[src/rtl/time_keeper_pkg.sv]
// Shared definitions for the time_keeper clock block: set-mode state
// encoding, BCD field limits and common widths.
package time_keeper_pkg;

  localparam int unsigned DIGIT_W = 4;
  localparam int unsigned BCD_W   = 2 * DIGIT_W;
  localparam int unsigned SEL_W   = 2;

  // Encoding is visible on set_sel, so the values are fixed.
  typedef enum logic [SEL_W-1:0] {
    ST_RUN     = 2'b00,
    ST_SET_HR  = 2'b01,
    ST_SET_MIN = 2'b10
  } state_t;

  // Two-digit BCD limits, written as {hi, lo} nibbles.
  localparam logic [BCD_W-1:0] SEC_MAX    = 8'h59;
  localparam logic [BCD_W-1:0] MIN_MAX    = 8'h59;
  localparam logic [BCD_W-1:0] HR24_MAX   = 8'h23;
  localparam logic [BCD_W-1:0] HR12_MAX   = 8'h12;
  localparam logic [BCD_W-1:0] HR12_MIN   = 8'h01;
  localparam logic [BCD_W-1:0] BCD_ZERO   = 8'h00;
  // Hour value that precedes 12 o'clock; stepping past it flips am/pm.
  localparam logic [BCD_W-1:0] HR12_PM_EDGE = 8'h11;

endpackage

[src/rtl/time_keeper_if.sv]
// Button/tick inputs and BCD time outputs of time_keeper.
// master: the driver of tick_in/mode_btn/inc_btn (upstream logic or bench).
// slave : time_keeper itself, which returns digits, pm, set_sel, day_carry.
interface time_keeper_if;
  import time_keeper_pkg::*;

  logic               tick_in;
  logic               mode_btn;
  logic               inc_btn;
  logic [DIGIT_W-1:0] sec_lo;
  logic [DIGIT_W-1:0] sec_hi;
  logic [DIGIT_W-1:0] min_lo;
  logic [DIGIT_W-1:0] min_hi;
  logic [DIGIT_W-1:0] hr_lo;
  logic [DIGIT_W-1:0] hr_hi;
  logic               pm;
  logic [SEL_W-1:0]   set_sel;
  logic               day_carry;

  modport master (
    output tick_in, mode_btn, inc_btn,
    input  sec_lo, sec_hi, min_lo, min_hi, hr_lo, hr_hi, pm, set_sel, day_carry
  );

  modport slave (
    input  tick_in, mode_btn, inc_btn,
    output sec_lo, sec_hi, min_lo, min_hi, hr_lo, hr_hi, pm, set_sel, day_carry
  );
endinterface

[src/rtl/time_keeper_bcd_pair_cnt.sv]
// bcd_pair_cnt: two-digit BCD counter. Counts up on inc, jumps to WRAP_VAL
// after MAX_VAL, and loads RST_VAL on reset or clr.
// Ports: clk, rst_n (sync, active-low), clr, inc, lo/hi digits (registered),
//        wrap_c (combinational: the next inc will wrap).
module bcd_pair_cnt
  import time_keeper_pkg::*;
#(
  parameter logic [BCD_W-1:0] MAX_VAL  = SEC_MAX,
  parameter logic [BCD_W-1:0] WRAP_VAL = BCD_ZERO,
  parameter logic [BCD_W-1:0] RST_VAL  = BCD_ZERO
) (
  input  logic               clk,
  input  logic               rst_n,
  input  logic               clr,
  input  logic               inc,
  output logic [DIGIT_W-1:0] lo,
  output logic [DIGIT_W-1:0] hi,
  output logic               wrap_c
);

  assign wrap_c = ({hi, lo} == MAX_VAL);

  // Digit update; lo rolls 9->0 with a carry into hi.
  always_ff @(posedge clk) begin
    if (!rst_n || clr) begin
      {hi, lo} <= RST_VAL;
    end else if (inc) begin
      if (wrap_c) begin
        {hi, lo} <= WRAP_VAL;
      end else if (lo == DIGIT_W'(9)) begin
        lo <= '0;
        hi <= DIGIT_W'(hi + DIGIT_W'(1));
      end else begin
        lo <= DIGIT_W'(lo + DIGIT_W'(1));
      end
    end
  end

endmodule

[src/rtl/time_keeper.sv]
// time_keeper: BCD time-of-day clock with a RUN / SET_HR / SET_MIN set mode.
// Ports: clk, rst_n (sync, active-low), bus (time_keeper_if.slave) carrying
//        tick_in, mode_btn, inc_btn in and the BCD digits, pm, set_sel,
//        day_carry out. TWELVE_HR selects 12-hour display with pm flag.
module time_keeper
  import time_keeper_pkg::*;
#(
  parameter bit TWELVE_HR = 1'b0
) (
  input  logic          clk,
  input  logic          rst_n,
  time_keeper_if.slave  bus
);

  localparam logic [BCD_W-1:0] HR_MAX  = TWELVE_HR ? HR12_MAX : HR24_MAX;
  localparam logic [BCD_W-1:0] HR_WRAP = TWELVE_HR ? HR12_MIN : BCD_ZERO;
  localparam logic [BCD_W-1:0] HR_RST  = TWELVE_HR ? HR12_MAX : BCD_ZERO;

  state_t             state;
  logic               pm;
  logic               day_carry;
  logic [DIGIT_W-1:0] sec_lo, sec_hi, min_lo, min_hi, hr_lo, hr_hi;
  logic               sec_wrap_c, min_wrap_c, hr_wrap_c;
  logic               run_tick_c, set_hr_inc_c, set_min_inc_c;
  logic               min_inc_c, hr_inc_c, sec_clr_c;
  logic               hr_pm_edge_c, midnight_c;

  // In a SET state mode_btn has priority over inc_btn.
  assign run_tick_c    = (state == ST_RUN) && bus.tick_in;
  assign set_hr_inc_c  = (state == ST_SET_HR) && bus.inc_btn && !bus.mode_btn;
  assign set_min_inc_c = (state == ST_SET_MIN) && bus.inc_btn && !bus.mode_btn;

  // Ripple carries only while running; set-mode increments never carry.
  assign min_inc_c = (run_tick_c && sec_wrap_c) || set_min_inc_c;
  assign hr_inc_c  = (run_tick_c && sec_wrap_c && min_wrap_c) || set_hr_inc_c;
  assign sec_clr_c = (state == ST_SET_MIN) && bus.mode_btn;

  assign hr_pm_edge_c = ({hr_hi, hr_lo} == HR12_PM_EDGE);

  // Midnight in 12-hour mode is 11:59:59 pm -> 12:00:00 am.
  assign midnight_c = run_tick_c && sec_wrap_c && min_wrap_c &&
                      (TWELVE_HR ? (hr_pm_edge_c && pm) : hr_wrap_c);

  bcd_pair_cnt #(.MAX_VAL(SEC_MAX), .WRAP_VAL(BCD_ZERO), .RST_VAL(BCD_ZERO)) u_sec (
    .clk(clk), .rst_n(rst_n), .clr(sec_clr_c), .inc(run_tick_c),
    .lo(sec_lo), .hi(sec_hi), .wrap_c(sec_wrap_c)
  );

  bcd_pair_cnt #(.MAX_VAL(MIN_MAX), .WRAP_VAL(BCD_ZERO), .RST_VAL(BCD_ZERO)) u_min (
    .clk(clk), .rst_n(rst_n), .clr(1'b0), .inc(min_inc_c),
    .lo(min_lo), .hi(min_hi), .wrap_c(min_wrap_c)
  );

  bcd_pair_cnt #(.MAX_VAL(HR_MAX), .WRAP_VAL(HR_WRAP), .RST_VAL(HR_RST)) u_hr (
    .clk(clk), .rst_n(rst_n), .clr(1'b0), .inc(hr_inc_c),
    .lo(hr_lo), .hi(hr_hi), .wrap_c(hr_wrap_c)
  );

  // Set-mode FSM, advanced only by mode_btn.
  always_ff @(posedge clk) begin
    if (!rst_n) begin
      state <= ST_RUN;
    end else if (bus.mode_btn) begin
      case (state)
        ST_RUN:    state <= ST_SET_HR;
        ST_SET_HR: state <= ST_SET_MIN;
        default:   state <= ST_RUN;
      endcase
    end
  end

  // am/pm flips whenever the hour steps 11 -> 12, by tick carry or by setting.
  always_ff @(posedge clk) begin
    if (!rst_n) begin
      pm        <= 1'b0;
      day_carry <= 1'b0;
    end else begin
      day_carry <= midnight_c;
      if (TWELVE_HR && hr_inc_c && hr_pm_edge_c) begin
        pm <= ~pm;
      end
    end
  end

  assign bus.sec_lo    = sec_lo;
  assign bus.sec_hi    = sec_hi;
  assign bus.min_lo    = min_lo;
  assign bus.min_hi    = min_hi;
  assign bus.hr_lo     = hr_lo;
  assign bus.hr_hi     = hr_hi;
  assign bus.pm        = pm;
  assign bus.set_sel   = SEL_W'(state);
  assign bus.day_carry = day_carry;

endmodule

[src/flat_wrapper.sv]
// flat-port wrapper written by rule: the top's interface ports become plain ports
module time_keeper_flat import time_keeper_pkg::*;
#(
  parameter bit TWELVE_HR = 1'b0
)
  (clk, rst_n, bus_tick_in, bus_mode_btn, bus_inc_btn, bus_sec_lo, bus_sec_hi, bus_min_lo, bus_min_hi, bus_hr_lo, bus_hr_hi, bus_pm, bus_set_sel, bus_day_carry);
  time_keeper_if bus_i ();
  input  logic clk;
  input  logic rst_n;
  input wire logic [$bits(bus_i.tick_in)-1:0] bus_tick_in;
  input wire logic [$bits(bus_i.mode_btn)-1:0] bus_mode_btn;
  input wire logic [$bits(bus_i.inc_btn)-1:0] bus_inc_btn;
  output wire logic [$bits(bus_i.sec_lo)-1:0] bus_sec_lo;
  output wire logic [$bits(bus_i.sec_hi)-1:0] bus_sec_hi;
  output wire logic [$bits(bus_i.min_lo)-1:0] bus_min_lo;
  output wire logic [$bits(bus_i.min_hi)-1:0] bus_min_hi;
  output wire logic [$bits(bus_i.hr_lo)-1:0] bus_hr_lo;
  output wire logic [$bits(bus_i.hr_hi)-1:0] bus_hr_hi;
  output wire logic [$bits(bus_i.pm)-1:0] bus_pm;
  output wire logic [$bits(bus_i.set_sel)-1:0] bus_set_sel;
  output wire logic [$bits(bus_i.day_carry)-1:0] bus_day_carry;
  assign bus_i.tick_in = bus_tick_in;
  assign bus_i.mode_btn = bus_mode_btn;
  assign bus_i.inc_btn = bus_inc_btn;
  assign bus_sec_lo = bus_i.sec_lo;
  assign bus_sec_hi = bus_i.sec_hi;
  assign bus_min_lo = bus_i.min_lo;
  assign bus_min_hi = bus_i.min_hi;
  assign bus_hr_lo = bus_i.hr_lo;
  assign bus_hr_hi = bus_i.hr_hi;
  assign bus_pm = bus_i.pm;
  assign bus_set_sel = bus_i.set_sel;
  assign bus_day_carry = bus_i.day_carry;
  time_keeper #(.TWELVE_HR(TWELVE_HR)) u_core (.clk(clk), .rst_n(rst_n), .bus(bus_i));
endmodule
[config.mk]
export PLATFORM = sky130hd
export DESIGN_NAME = time_keeper_flat
export DESIGN_NICKNAME = d
export VERILOG_FILES = /design/src/rtl/time_keeper_pkg.sv /design/src/rtl/time_keeper_if.sv /design/src/rtl/time_keeper_bcd_pair_cnt.sv /design/src/rtl/time_keeper.sv /design/src/flat_wrapper.sv
export SDC_FILE = /design/constraint.sdc
export NUM_CORES = 1
export LEC_CHECK = 0
export CAP_MARGIN = 30
export CELL_PAD_IN_SITES_DETAIL_PLACEMENT = 0
export CELL_PAD_IN_SITES_GLOBAL_PLACEMENT = 1
export CORE_MARGIN = 8
export CORE_UTILIZATION = 34
export DETAILED_ROUTE_END_ITERATION = 16
export GPL_TIMING_DRIVEN = 0
export PLACE_DENSITY_LB_ADDON = 0.1
export SLEW_MARGIN = 25
export SYNTH_ARGS = -nofsm -noshare
export SYNTH_HDL_FRONTEND = slang
export SYNTH_SLANG_ARGS = --single-unit
[constraint.sdc]
create_clock -name clk -period 2 [get_ports clk]
set_clock_uncertainty 0.2 [all_clocks]
set_input_delay 0.2 -clock clk [delete_from_list [all_inputs] [get_ports clk]]
set_output_delay 0.2 -clock clk [all_outputs]
set_load 0.02 [all_outputs]
# Word-level counts from Yosys, hierarchy flattened
# Cells that the tools add are included.
# classes
n_mux	13
reduce_logical	21
n_eq_ne	8
addsub	6
# ops
cell	count
4-bit 2-to-1 mux	12
4-bit by 1-bit adder with 4-bit output (second input constant)	6
8-bit by 7-bit == test with 1-bit output (second input constant)	2
4-bit == test (second input constant)	3
1-bit logical AND	9
8-bit by 6-bit == test with 1-bit output (second input constant)	1
2-bit AND reduction	3
2-bit nonzero test	3
2-bit case mux with 2 select lines	1
1-bit logical OR	3
2-bit by 1-bit == test with 1-bit output (second input constant)	1
2-bit == test (second input constant)	1
1-bit logical NOT	2
2-bit logical NOT	1
# totals
output_inout_bits	28
wordCells	56
regBits	27

# Longest topological paths before layout
# depth
ltp_word	6
depth_mapped	7
ltp_nobuf	6

# Cells and area by module
# A second synthesis with hierarchy kept.
# unflattened
hier_cells	162
area_unflattened_um2	1514.0
# by_module_without_submodules
module	instances	cells_each	seq_area_each_um2	area_per_inst_um2
bcd_pair_cnt at u_core.u_min ...	2	46	160.2	434.2
bcd_pair_cnt at u_core.u_hr	1	50	160.2	450.4
time_keeper	1	20	60.1	195.2

# Worst setup path before layout
# No wires, ideal clock.
# synth_path
kind	register -> register
startpoint	register u_core.u_hr.lo[1]
endpoint	register u_core.u_hr.lo[3]
path_stages_with_launch	7
n_path_buf	0
arrival_ns	1.894
synth_period_minus_slack_ns	2.186
setup_slack_ns	-0.186
required_time_ns	1.708
setup_time_ns	0.092
path_cell_list	dfxtp_1 -> inv_1 -> ha_1 -> and3b_1 -> a31oi_1 -> or3b_1 -> o32ai_1
# synth_between
elab_chain_cells	3
word_cells_on_any_way	5
cone_classes	add/sub (1); eq/ne (2); mux (2)
# synth_rtl
element	line_no	source
start, declared	time_keeper_bcd_pair_cnt.sv:16	output logic [DIGIT_W-1:0] lo,
start signal, assigned	time_keeper_bcd_pair_cnt.sv:34	lo <= DIGIT_W'(lo + DIGIT_W'(1));
4-bit by 1-bit adder with 4-bit output or 4-bit == test (tied branches)	time_keeper_bcd_pair_cnt.sv:34, time_keeper_bcd_pair_cnt.sv:30	
4-bit 2-to-1 mux	time_keeper_bcd_pair_cnt.sv:30	end else if (lo == DIGIT_W'(9)) begin
4-bit 2-to-1 mux *	time_keeper_bcd_pair_cnt.sv:28	if (wrap_c) begin
# Mark *: on every way between the ends. The rest lies on a longest branch, timed or not.
# A chain may end at the register's enable or synchronous reset.

# Final worst setup path
# layout_path
startpoint	register u_core.u_hr.lo[0]
endpoint	register u_core.u_hr.lo[3]
# The elaborated chain is that of the path after synthesis.

==> results.ini <==
[route]
vias = 1519
wl_mm = 4.38
first_iter_violations = 124
wl_per_cell_um = 15.6
ant_nets = 0
drc_errors = 0
drtPass1Iterations = 4
avgViaCountPerCell = 5.43

[power]
ir_drop_v = 0.000219
p_leak_nw = 0.799
power_density_mw_per_mm2 = 466

[setup_path]
worst_ep_arrival_time_ps = 1970
cp-start-kind = register
cp_max_fo = 6
end_kind = register
worstSetupPathType = register to register
critPathRequiredTime_ps = 2000

[cells_and_area]
fillCellCount = 460
nNetsFinal = 244
syn2layout_area_growth_pct = 36.6
drive_gt1_frac = 0.217
antenna_cells = 0
fin_cells = 280

[synthesis]
syn-num-nets = 198
synthTopCellsByCount = 27 x dfxtp_1, 13 x nand2_1, 13 x nand3_1, 13 x nor2_1, 12 x ha_1
ys_ff_latch = 27
synth_top_cell_area_share = 0.340
syn_area_per_cell_um2 = 8.79
synthMostInstantiatedCell = dfxtp_1
async_flop_share = 0
synth-edff-count = 0
yosysTopAreaCell = dfxtp_1
syn_inst = 181
ys.flop_type = dfxtp_1
synth_area_mm2 = 0.00159
yosysUniqueCellTypes = 43
synth_warnings = 0
synth_seq_area_share = 0.340
synthTopCellsByArea = dfxtp_1 34%, ha_1 9.4%, nand3_1 4.1%, mux2i_1 3.8%, nand2_1 3.1%

[die]
io_pins = 33
die-width_um = 84.4
start_util = 0.344
die-area_mm2 = 0.00713
rows = 25
core_area_mm2 = 0.00463
die_height_um = 84.4

[sta]
slew_violations = 0
fin_crit_sh = 0.988
fmax_ghz = 0.506
hold_viol = 0
fin_hold_ws_ps = 286
period_minus_slack_ps = 1980
rsz0062_at_grt = yes
setup_viol = 0

[clocking]
cts_buffers = 3
clock_sinks = 27
cts_hold_buffers = 0
cts_tree = done
cts.clk_slew.worst_paths_ps = 110
clk_path_buf_depth = 2
htreeDepth = 1
clk_latency_ps = 280
cts-root-buf = clkbuf_8

[hold_path]
hp-class = register to register

[global_route]
grt_pass1_vias = 1450
grt_usage = 0.119
grt_max_degree = 17
antenna_found_initial = 0
grt_pass1_wl_mm = 7.07
gr-total-overflow = 0

[placed_design]
post-dp-hpwl_mm = 3.22
io_buffers = 31
dp_cells = 266
place.gp.congestion = 0.801

[job]
maxCapViolCount = 0

[status]
status = finished clean

==> registers in the layout, indices dropped and copies added, names as in the netlist <==
signal,flops
u_core.u_hr.hi,4
u_core.u_hr.lo,4
u_core.u_min.hi,4
u_core.u_min.lo,4
u_core.u_sec.hi,4
u_core.u_sec.lo,4
u_core.bus.set_sel,2
u_core.bus.day_carry,1
==> timing repair <==
action                                  4_1_cts  5_1_grt
resized for setup                            11       16
pin swaps                                     2        1
endpoints found under the setup margin       18       14
buffers inserted                              4        7
==> path summary, 6_finish.rpt <==
| kind | from | endpoint | slack, ps | depth (start not counted) |
|---|---|---|---|---|
| worst min register to register | u_core.u_min.hi[3]$_SDFFE_PN0P_ | u_core.u_min.hi[3]$_SDFFE_PN0P_ | 290 | 2 |
| worst max register to register | u_core.u_hr.lo[0]$_SDFFE_PN0P_ | u_core.u_hr.lo[3]$_SDFFE_PN0P_ | 20 | 5 |
| worst min-delay path | u_core.u_min.hi[3]$_SDFFE_PN0P_ | u_core.u_min.hi[3]$_SDFFE_PN0P_ | 290 | 2 |
| worst max-delay path | u_core.u_hr.lo[0]$_SDFFE_PN0P_ | u_core.u_hr.lo[3]$_SDFFE_PN0P_ | 20 | 5 |
==> kinds of logic (layout without fill, tap and decap cells) <==
group	after synthesis	after routing	synth area share
simple gates	76	76	0.284
compound gates	37	37	0.162
flops	27	27	0.340
buf+inv	16	61	0.0472
fa+ha+maj	12	12	0.0943
xor+xnor	6	6	0.0330
mux	6	6	0.0377
other cells	1	1	0.00236
==> through the flow <==
stage	utilization	setup slack (ps)	cell area [um2]	total power, mW	TNS [ps]
after floorplan	-	-6.71	1600	0.645	-6.71
after global placement	0.428	-382	1980	0.690	-4340
after detailed placement	0.428	-401	1980	0.693	-5010
after CTS	0.452	-26.6	2090	1.02	-26.6
after global routing	0.469	-58.1	2170	1.06	-93.8
final	0.469	24.4	2170	1.01	0
==> critical path, cell delays in order (launching register included) <==
cell,delay [ps]
dfxtp_2,370
ha_1,200
and3b_2,240
a31oi_4,210
or3b_4,420
o32ai_1,270
==> layer usage <==
metal,GRT usage,share of wire,routed length [um],vias up
li1,-,-,-,751
met5,0,0,0,-
met3,0.0302,0.039,171,4
met2,0.206,0.49,2140,29
met4,0.0356,0.0062,27,0
met1,0.140,0.47,2040,735
==> final cells by class <==
| class | instances | area (um2) | area share |
|---|---|---|---|
| Buffer | 8 | 57.6 | 0.0265 |
| Timing Repair Buffer | 42 | 393 | 0.181 |
| Sequential cell | 27 | 551 | 0.253 |
| Tap cell | 54 | 67.6 | 0.0311 |
| Inverter | 7 | 26.3 | 0.0121 |
| Clock inverter | 1 | 7.51 | 0.00345 |
| Clock buffer | 3 | 41.3 | 0.0190 |
| Multi-Input combinational cell | 138 | 1030 | 0.474 |
==> placed cells by master, fill, tap and decap left out, types with 4 or more instances in the layout <==
cell type	instances
clkdlybuf4s50_1	31
dfxtp_1	19
buf_4	13
nand2_1	13
nand3_1	13
nor2_1	13
ha_1	12
dfxtp_2	8
inv_1	7
o21ai_0	7
a21oi_1	7
mux2i_1	6
and3b_2	5
nand3b_1	5
nand4_1	5
nand2b_1	4
==> power breakdown <==
part,leakage (nW),switching (mW),internal [mW]
clock,0.0217,0.180,0.142
combinational,0.556,0.0700,0.0615
sequential,0.222,0.0109,0.548
Note: power is estimated with default switching activity, not from simulation.
